### config.mk
export PLATFORM = sky130hd
export DESIGN_NAME = matrix_load_ctrl_flat
export DESIGN_NICKNAME = d
export VERILOG_FILES = /design/src/rtl/matrix_load_ctrl_if.sv /design/src/rtl/matrix_load_ctrl.sv /design/src/flat_wrapper.sv
export SDC_FILE = /design/constraint.sdc
export NUM_CORES = 1
export LEC_CHECK = 0
export ABC_AREA = 1
export BUFFER_PORTS_ARGS = -buffer_cell sky130_fd_sc_hd__buf_2
export CAP_MARGIN = 20
export CORE_ASPECT_RATIO = 0.5
export CORE_MARGIN = 4
export CORE_UTILIZATION = 45
export CTS_CLUSTER_DIAMETER = 60
export CTS_CLUSTER_SIZE = 10
export DETAILED_ROUTE_END_ITERATION = 16
export PLACE_DENSITY = 0.73
export RECOVER_POWER = 100
export REMOVE_ABC_BUFFERS = 1
export SLEW_MARGIN = 20
export SYNTH_ARGS = -nofsm -noshare
export SYNTH_HDL_FRONTEND = slang
export SYNTH_SLANG_ARGS = --single-unit
### constraint.sdc
create_clock -name Clk -period 1.91 [get_ports Clk]
set_clock_uncertainty 0.05 [all_clocks]
set_input_delay 0.4775 -clock Clk [delete_from_list [all_inputs] [get_ports Clk]]
set_output_delay 0.4775 -clock Clk [all_outputs]
set_load 0.005 [all_outputs]
### src/rtl/matrix_load_ctrl_if.sv
// matrix_load_ctrl_if -- bus and status bundle for the matrix load controller.
//   master : bus driver (Write/Address/WriteData out; element buses, pulses and status in)
//   slave  : the controller itself (the reverse)
//   Write       1         write strobe, one word per cycle while high
//   Address     9         byte address, word aligned
//   WriteData   Width     write data
//   ABus/BBus   32*Width  A/B element words, word k at [k*Width +: Width]
//   MultStart   1         one-cycle launch pulse to the multiplier array
//   ResultLatch 1         one-cycle capture pulse to the result registers
//   Start       Width     status: bit0 Busy, bit1 Done, bit2 Err
interface matrix_load_ctrl_if #(parameter int Width = 8);
    logic                  Write;
    logic [8:0]            Address;
    logic [Width-1:0]      WriteData;
    logic [32*Width-1:0]   ABus;
    logic [32*Width-1:0]   BBus;
    logic                  MultStart;
    logic                  ResultLatch;
    logic [Width-1:0]      Start;

    modport master (output Write, Address, WriteData,
                    input  ABus, BBus, MultStart, ResultLatch, Start);
    modport slave  (input  Write, Address, WriteData,
                    output ABus, BBus, MultStart, ResultLatch, Start);
endinterface

### src/rtl/matrix_load_ctrl.sv
// matrix_load_ctrl -- loads the A/B operand words for the matrix multiplier,
// launches a multiply on a control write and sequences the result capture.
//   Clk   : clock, rising edge
//   Rst_n : asynchronous active-low reset
//   bus   : matrix_load_ctrl_if.slave (write port, element buses, pulses, status)
// Address map (word aligned): 0x000-0x07C A words, 0x080-0x0FC B words,
// 0x100-0x17C results (read-only here), 0x180 control (bit0: 1 start, 0 clear).
// Optional feature macro MATRIX_WRITE_LOCK_EN: A/B writes while a multiply is
// in flight are dropped and flag Err (status bit2) until a clear or new start.
module matrix_load_ctrl #(
    parameter int Width   = 8,
    parameter int Latency = 4
) (
    input  logic                Clk,
    input  logic                Rst_n,
    matrix_load_ctrl_if.slave   bus
);
    localparam int CW = (Latency > 1) ? $clog2(Latency) : 1;

    typedef enum logic [1:0] {IDLE, LAUNCH, RUN, DONE} state_t;

    state_t                  state, state_d;
    logic [CW-1:0]           cnt, cnt_d;
    logic                    busy, busy_d, done, done_d, err, err_d;
    logic                    mult_q, mult_d, rlat_q, rlat_d;
    logic                    a_we, b_we;
    logic [31:0][Width-1:0]  a_q, b_q;
    logic [Width-1:0]        status;

    // Address decode; misaligned writes never select anything.
    logic wr_ok, sel_a, sel_b, sel_ctrl, locked;
    assign wr_ok    = bus.Write && (bus.Address[1:0] == 2'b00);
    assign sel_a    = wr_ok && (bus.Address[8:7] == 2'b00);
    assign sel_b    = wr_ok && (bus.Address[8:7] == 2'b01);
    assign sel_ctrl = wr_ok && (bus.Address == 9'h180);
    assign locked   = (state == LAUNCH) || (state == RUN);

    always_comb begin
        state_d = state;
        cnt_d   = cnt;
        busy_d  = busy;
        done_d  = done;
        err_d   = err;
        mult_d  = 1'b0;
        rlat_d  = 1'b0;
        a_we    = sel_a;
        b_we    = sel_b;

        if (sel_ctrl && !bus.WriteData[0]) begin
            done_d = 1'b0;
            err_d  = 1'b0;
        end

`ifdef MATRIX_WRITE_LOCK_EN
        if (locked) begin
            a_we = 1'b0;
            b_we = 1'b0;
            if (sel_a || sel_b) err_d = 1'b1;
        end
`endif

        // Sequencing wins over a same-cycle clear.
        case (state)
            IDLE, DONE: begin
                if (sel_ctrl && bus.WriteData[0]) begin
                    state_d = LAUNCH;
                    busy_d  = 1'b1;
                    done_d  = 1'b0;
                    err_d   = 1'b0;
                    mult_d  = 1'b1;
                end
            end
            LAUNCH: begin
                state_d = RUN;
                cnt_d   = CW'(Latency - 1);
                // ResultLatch is high during the RUN cycle whose count is 0.
                rlat_d  = (Latency == 1);
            end
            RUN: begin
                if (cnt == '0) begin
                    state_d = DONE;
                    busy_d  = 1'b0;
                    done_d  = 1'b1;
                end else begin
                    cnt_d  = cnt - CW'(1);
                    rlat_d = (cnt == CW'(1));
                end
            end
            default: state_d = IDLE;
        endcase
    end

    always_ff @(posedge Clk or negedge Rst_n) begin
        if (!Rst_n) begin
            state  <= IDLE;
            cnt    <= '0;
            busy   <= 1'b0;
            done   <= 1'b0;
            err    <= 1'b0;
            mult_q <= 1'b0;
            rlat_q <= 1'b0;
        end else begin
            state  <= state_d;
            cnt    <= cnt_d;
            busy   <= busy_d;
            done   <= done_d;
            err    <= err_d;
            mult_q <= mult_d;
            rlat_q <= rlat_d;
        end
    end

    always_ff @(posedge Clk or negedge Rst_n) begin
        if (!Rst_n) begin
            a_q <= '0;
            b_q <= '0;
        end else begin
            if (a_we) a_q[bus.Address[6:2]] <= bus.WriteData;
            if (b_we) b_q[bus.Address[6:2]] <= bus.WriteData;
        end
    end

    always_comb begin
        status      = '0;
        status[2:0] = {err, done, busy};
    end

    assign bus.ABus        = a_q;
    assign bus.BBus        = b_q;
    assign bus.MultStart   = mult_q;
    assign bus.ResultLatch = rlat_q;
    assign bus.Start       = status;
endmodule

### src/flat_wrapper.sv
// flat-port wrapper written by rule: the top's interface ports become plain ports
module matrix_load_ctrl_flat 
#(
    parameter int Width   = 8,
    parameter int Latency = 4
)
  (Clk, Rst_n, bus_Write, bus_Address, bus_WriteData, bus_ABus, bus_BBus, bus_MultStart, bus_ResultLatch, bus_Start);
  matrix_load_ctrl_if #(.Width(Width)) bus_i ();
  input  logic Clk;
  input  logic Rst_n;
  input wire logic [$bits(bus_i.Write)-1:0] bus_Write;
  input wire logic [$bits(bus_i.Address)-1:0] bus_Address;
  input wire logic [$bits(bus_i.WriteData)-1:0] bus_WriteData;
  output wire logic [$bits(bus_i.ABus)-1:0] bus_ABus;
  output wire logic [$bits(bus_i.BBus)-1:0] bus_BBus;
  output wire logic [$bits(bus_i.MultStart)-1:0] bus_MultStart;
  output wire logic [$bits(bus_i.ResultLatch)-1:0] bus_ResultLatch;
  output wire logic [$bits(bus_i.Start)-1:0] bus_Start;
  assign bus_i.Write = bus_Write;
  assign bus_i.Address = bus_Address;
  assign bus_i.WriteData = bus_WriteData;
  assign bus_ABus = bus_i.ABus;
  assign bus_BBus = bus_i.BBus;
  assign bus_MultStart = bus_i.MultStart;
  assign bus_ResultLatch = bus_i.ResultLatch;
  assign bus_Start = bus_i.Start;
  matrix_load_ctrl #(.Width(Width), .Latency(Latency)) u_core (.Clk(Clk), .Rst_n(Rst_n), .bus(bus_i));
endmodule
==> metrics.txt <==
max incr delay on CP approximately 0.44 ns; fmax 0.572 GHz; Post-CTS Setup Repair Bufs 0; Data arrival, critical path 1.22 ns; combinational family with the most area after synthesis compound AO/OA/AOI/OAI gates; share of cells above drive strength 1 13.5%; largest net degree at the start of global routing 66; final period utilization 91.5%; Post-synth top cells 596 x nand2_1, 521 x dfrtp_1, 515 x o21ai_0; Required @ worst endpoint 1.38 ns; final HPWL from detailed placement 41,200 µm; max_cap viols 0; initial antenna violation count 4; CTS Root Cell clkbuf_16; top cell type's share of synthesized area between 60 and 70%; status finished clean; relative slew slack 45.1%; DR vias 15.5k; number of synthesized flops with an enable pin 0; first-pass GRT wire length around 95,000 µm; Sw Share 24.3%; H-tree Lvls 2; Design Area, Final 0.0234 mm²; I/O Pins 542; minimum clock period ~1.7 ns; PD cells about 1000 mW/mm²; Iter 0 DRT Violations 1,500; Avg Cell Area, Syn between 10 and 15 µm²; complex-gate fraction of the synthesized area about 14%; Post-synth top flop dfrtp_1; final setup fails 0; Setup WS pre-CTS -0.102 ns; worst vdd ir 712 µV; cell area after synthesis ~0.019 mm²; PortBufs about 540; post-detailed-route count of antenna-violating nets 0; crit path max-delay cell type dfrtp_1; unrepaired setup endpoints after global routing false; combinational share of power 7.0%; #FFs+latches synth 521; leakage roughly 11 nW; Yosys top cell by area dfrtp_1; worst flop-to-flop path endpoint u_core.state[0]$_DFFE_PN0P_; Clock Tree Buf Depth 3; total global routing overflow 0; Vias/cell 5.24; Flop pwr share 51.1%; GPL Wtd Cong 0.859; GRT Total Usage a little over a quarter; Clock Power Share 41.9%; XOR/XNOR Fraction of Synth Area 0%; core area just over 0.04 mm²; register area share after synthesis 69.4%; fin worst setup slack 0.163 ns; multiplexer area fraction after synthesis 0%; Area growth syn-to-layout 24.7%; P_int 17.2 mW; hold wc startpoint bus_WriteData[0]; Initial Util 46.0%; TritonCTS clock tree done; FF-to-FF Start u_core.state[0]$_DFFE_PN0P_; post-synthesis simple-gate area fraction 13.1%; YS warnings 0; worst hold path type in -> reg; worst setup path class reg -> out; depth of the worst hold-timing path 3; Worst-Margin Slew 0.823 ns; Synth area leaders dfrtp_1 69%, o21ai_0 14%, nand2_1 12%; vias in the first global route 15.3k; DRT Wirelength between 60,000 and 70,000 µm; die area around 0.045 mm²; Die Span X 297 µm; CP top delay family flip-flops; r2r setup slk around 0.52 ns; Hold WS 0.169 ns; final hold violations 0; critical path launch point type register; Psw 5.51 mW; Clk Latency, worst-skew pair 0.58 ns; Clock Sinks 521; first-pass iteration count of the detailed router 5; die span in y 152 µm; DRC errors left 0; final slew viol count 0; nets 2,445; number of different library cells in the post-synthesis netlist 16; cells on worst reg2reg path 8; post-synthesis cell count 1,841; Resized Gates After CTS 0; Hold Path Sink u_core.bus.MultStart$_DFF_PN0_; worst-path cell chain clkbuf_1; Routed WL per cell 21.2 µm; Synth async-reset ratio 100%; Worst Path Buf+Inv 1; Cell Area, Placed 0.0227 mm²; clock-pin slew on the worst setup and hold paths 0.05 ns; Num CTS Buffers 58; worst-path maximum fanout 2; crit end category output port; Synth Area in Adders 0.333%; dominant cell by count in the synthesized netlist nand2_1; Rows 52
registers in the layout, summed over array words and instances (netlist names):
signal	count
u_core.bus.MultStart	1
u_core.state	2
u_core.busy	1
u_core.err	1
u_core.bus.ABus	256
u_core.cnt	2
u_core.bus.BBus	256
u_core.bus.ResultLatch	1
u_core.done	1
logic make-up (layout without fill, tap and decap cells):
| family | Yosys count | in the layout |
|---|---|---|
| flip-flops | 521 | 521 |
| buffers and inverters | 150 | 728 |
| adder cells (fa/ha/maj) | 5 | 5 |
| AO/OA/AOI/OAI | 517 | 517 |
| other | 1 | 9 |
| AND/OR/NAND/NOR | 647 | 647 |
layout by cell type (no fill, tap or decap):
cell	instances
clkbuf_4	8
inv_1	15
clkbuf_2	47
nor3_1	1
nor2_1	38
a22oi_1	1
clkbuf_16	58
ha_1	5
dlygate4sd3_1	1
dfrtp_1	521
diode_2	4
a21oi_1	1
buf_4	19
nand3_1	11
clkinv_8	1
conb_1	5
nand2_1	596
buf_12	10
buf_1	3
inv_6	3
clkbuf_1	382
buf_2	172
inv_2	8
nor3b_4	1
buf_8	1
o21ai_0	515
how the worst max path moves through the flow:
stage                                             to                              from  slack, ns  cells after the start
detailed placement   u_core.bus.ABus[61]$_DFFE_PN0P_                    bus_Address[1]      -0.10                      7
finish                                 bus_ABus[100]  u_core.bus.ABus[100]$_DFFE_PN0P_       0.16                      1
CTS                                    bus_ABus[100]  u_core.bus.ABus[100]$_DFFE_PN0P_       0.17                      1
global placement     u_core.bus.BBus[78]$_DFFE_PN0P_                    bus_Address[1]      -0.05                      9
floorplan             u_core.bus.ABus[0]$_DFFE_PN0P_                    bus_Address[1]      -0.59                      6
global route        u_core.bus.BBus[138]$_DFFE_PN0P_                    bus_Address[1]       0.08                      9
timing repair:
item / CTS / global route
hold endpoints to repair: 27 / 0
setup endpoints to repair: 0 / 0
hold buffers: 1 / 0
per-stage QoR:
stage               util [%]  TNS (ns)  power, mW  instances
floorplan                  -   -211.31       12.4       1718
global placement        55.6     -4.22       13.4       2899
detailed placement      55.6    -10.79       13.5       2899
CTS                     59.3         0       23.0       2963
global route            57.4         0       23.6       2967
finish                  57.4         0       22.7       2967
metal layers:
metal | part of all wire, % | vias up | global-route usage (%)
met4 | 7.1 | 0 | 16.6
li1 | - | 7139 | -
met3 | 4.2 | 234 | 3.59
met2 | 51 | 518 | 47.4
met5 | 0 | - | 0
met1 | 38 | 7643 | 32.6
layout make-up:
cell class / count / area (µm²)
Antenna cell: 4 / 10.0
Clock buffer: 59 / 1460
Clock inverter: 4 / 42.5
Fill cell: 3716 / 17400
Inverter: 23 / 86.3
Multi-Input combinational cell: 1174 / 5130
Sequential cell: 521 / 13000
Tap cell: 540 / 676
Timing Repair Buffer: 642 / 2970
worst register-to-register path: cells and delay by family (launching register included):
kind            cells  cell delay [ns]
buf+inv             3             0.25
fa+ha+maj           1             0.17
compound gates      1             0.07
simple gates        3             0.36
flops               1             0.41
power by group through the flow:
stage | Combinational [mW] | Sequential [mW] | Clock (mW)
global placement | 1.66 | 11.8 | 0
CTS | 1.72 | 11.6 | 9.65
finish | 1.58 | 11.6 | 9.53
detailed placement | 1.70 | 11.8 | 0
floorplan | 0.592 | 11.8 | 0
global route | 1.78 | 11.7 | 10.2
Note: power is estimated with default switching activity, not from simulation.
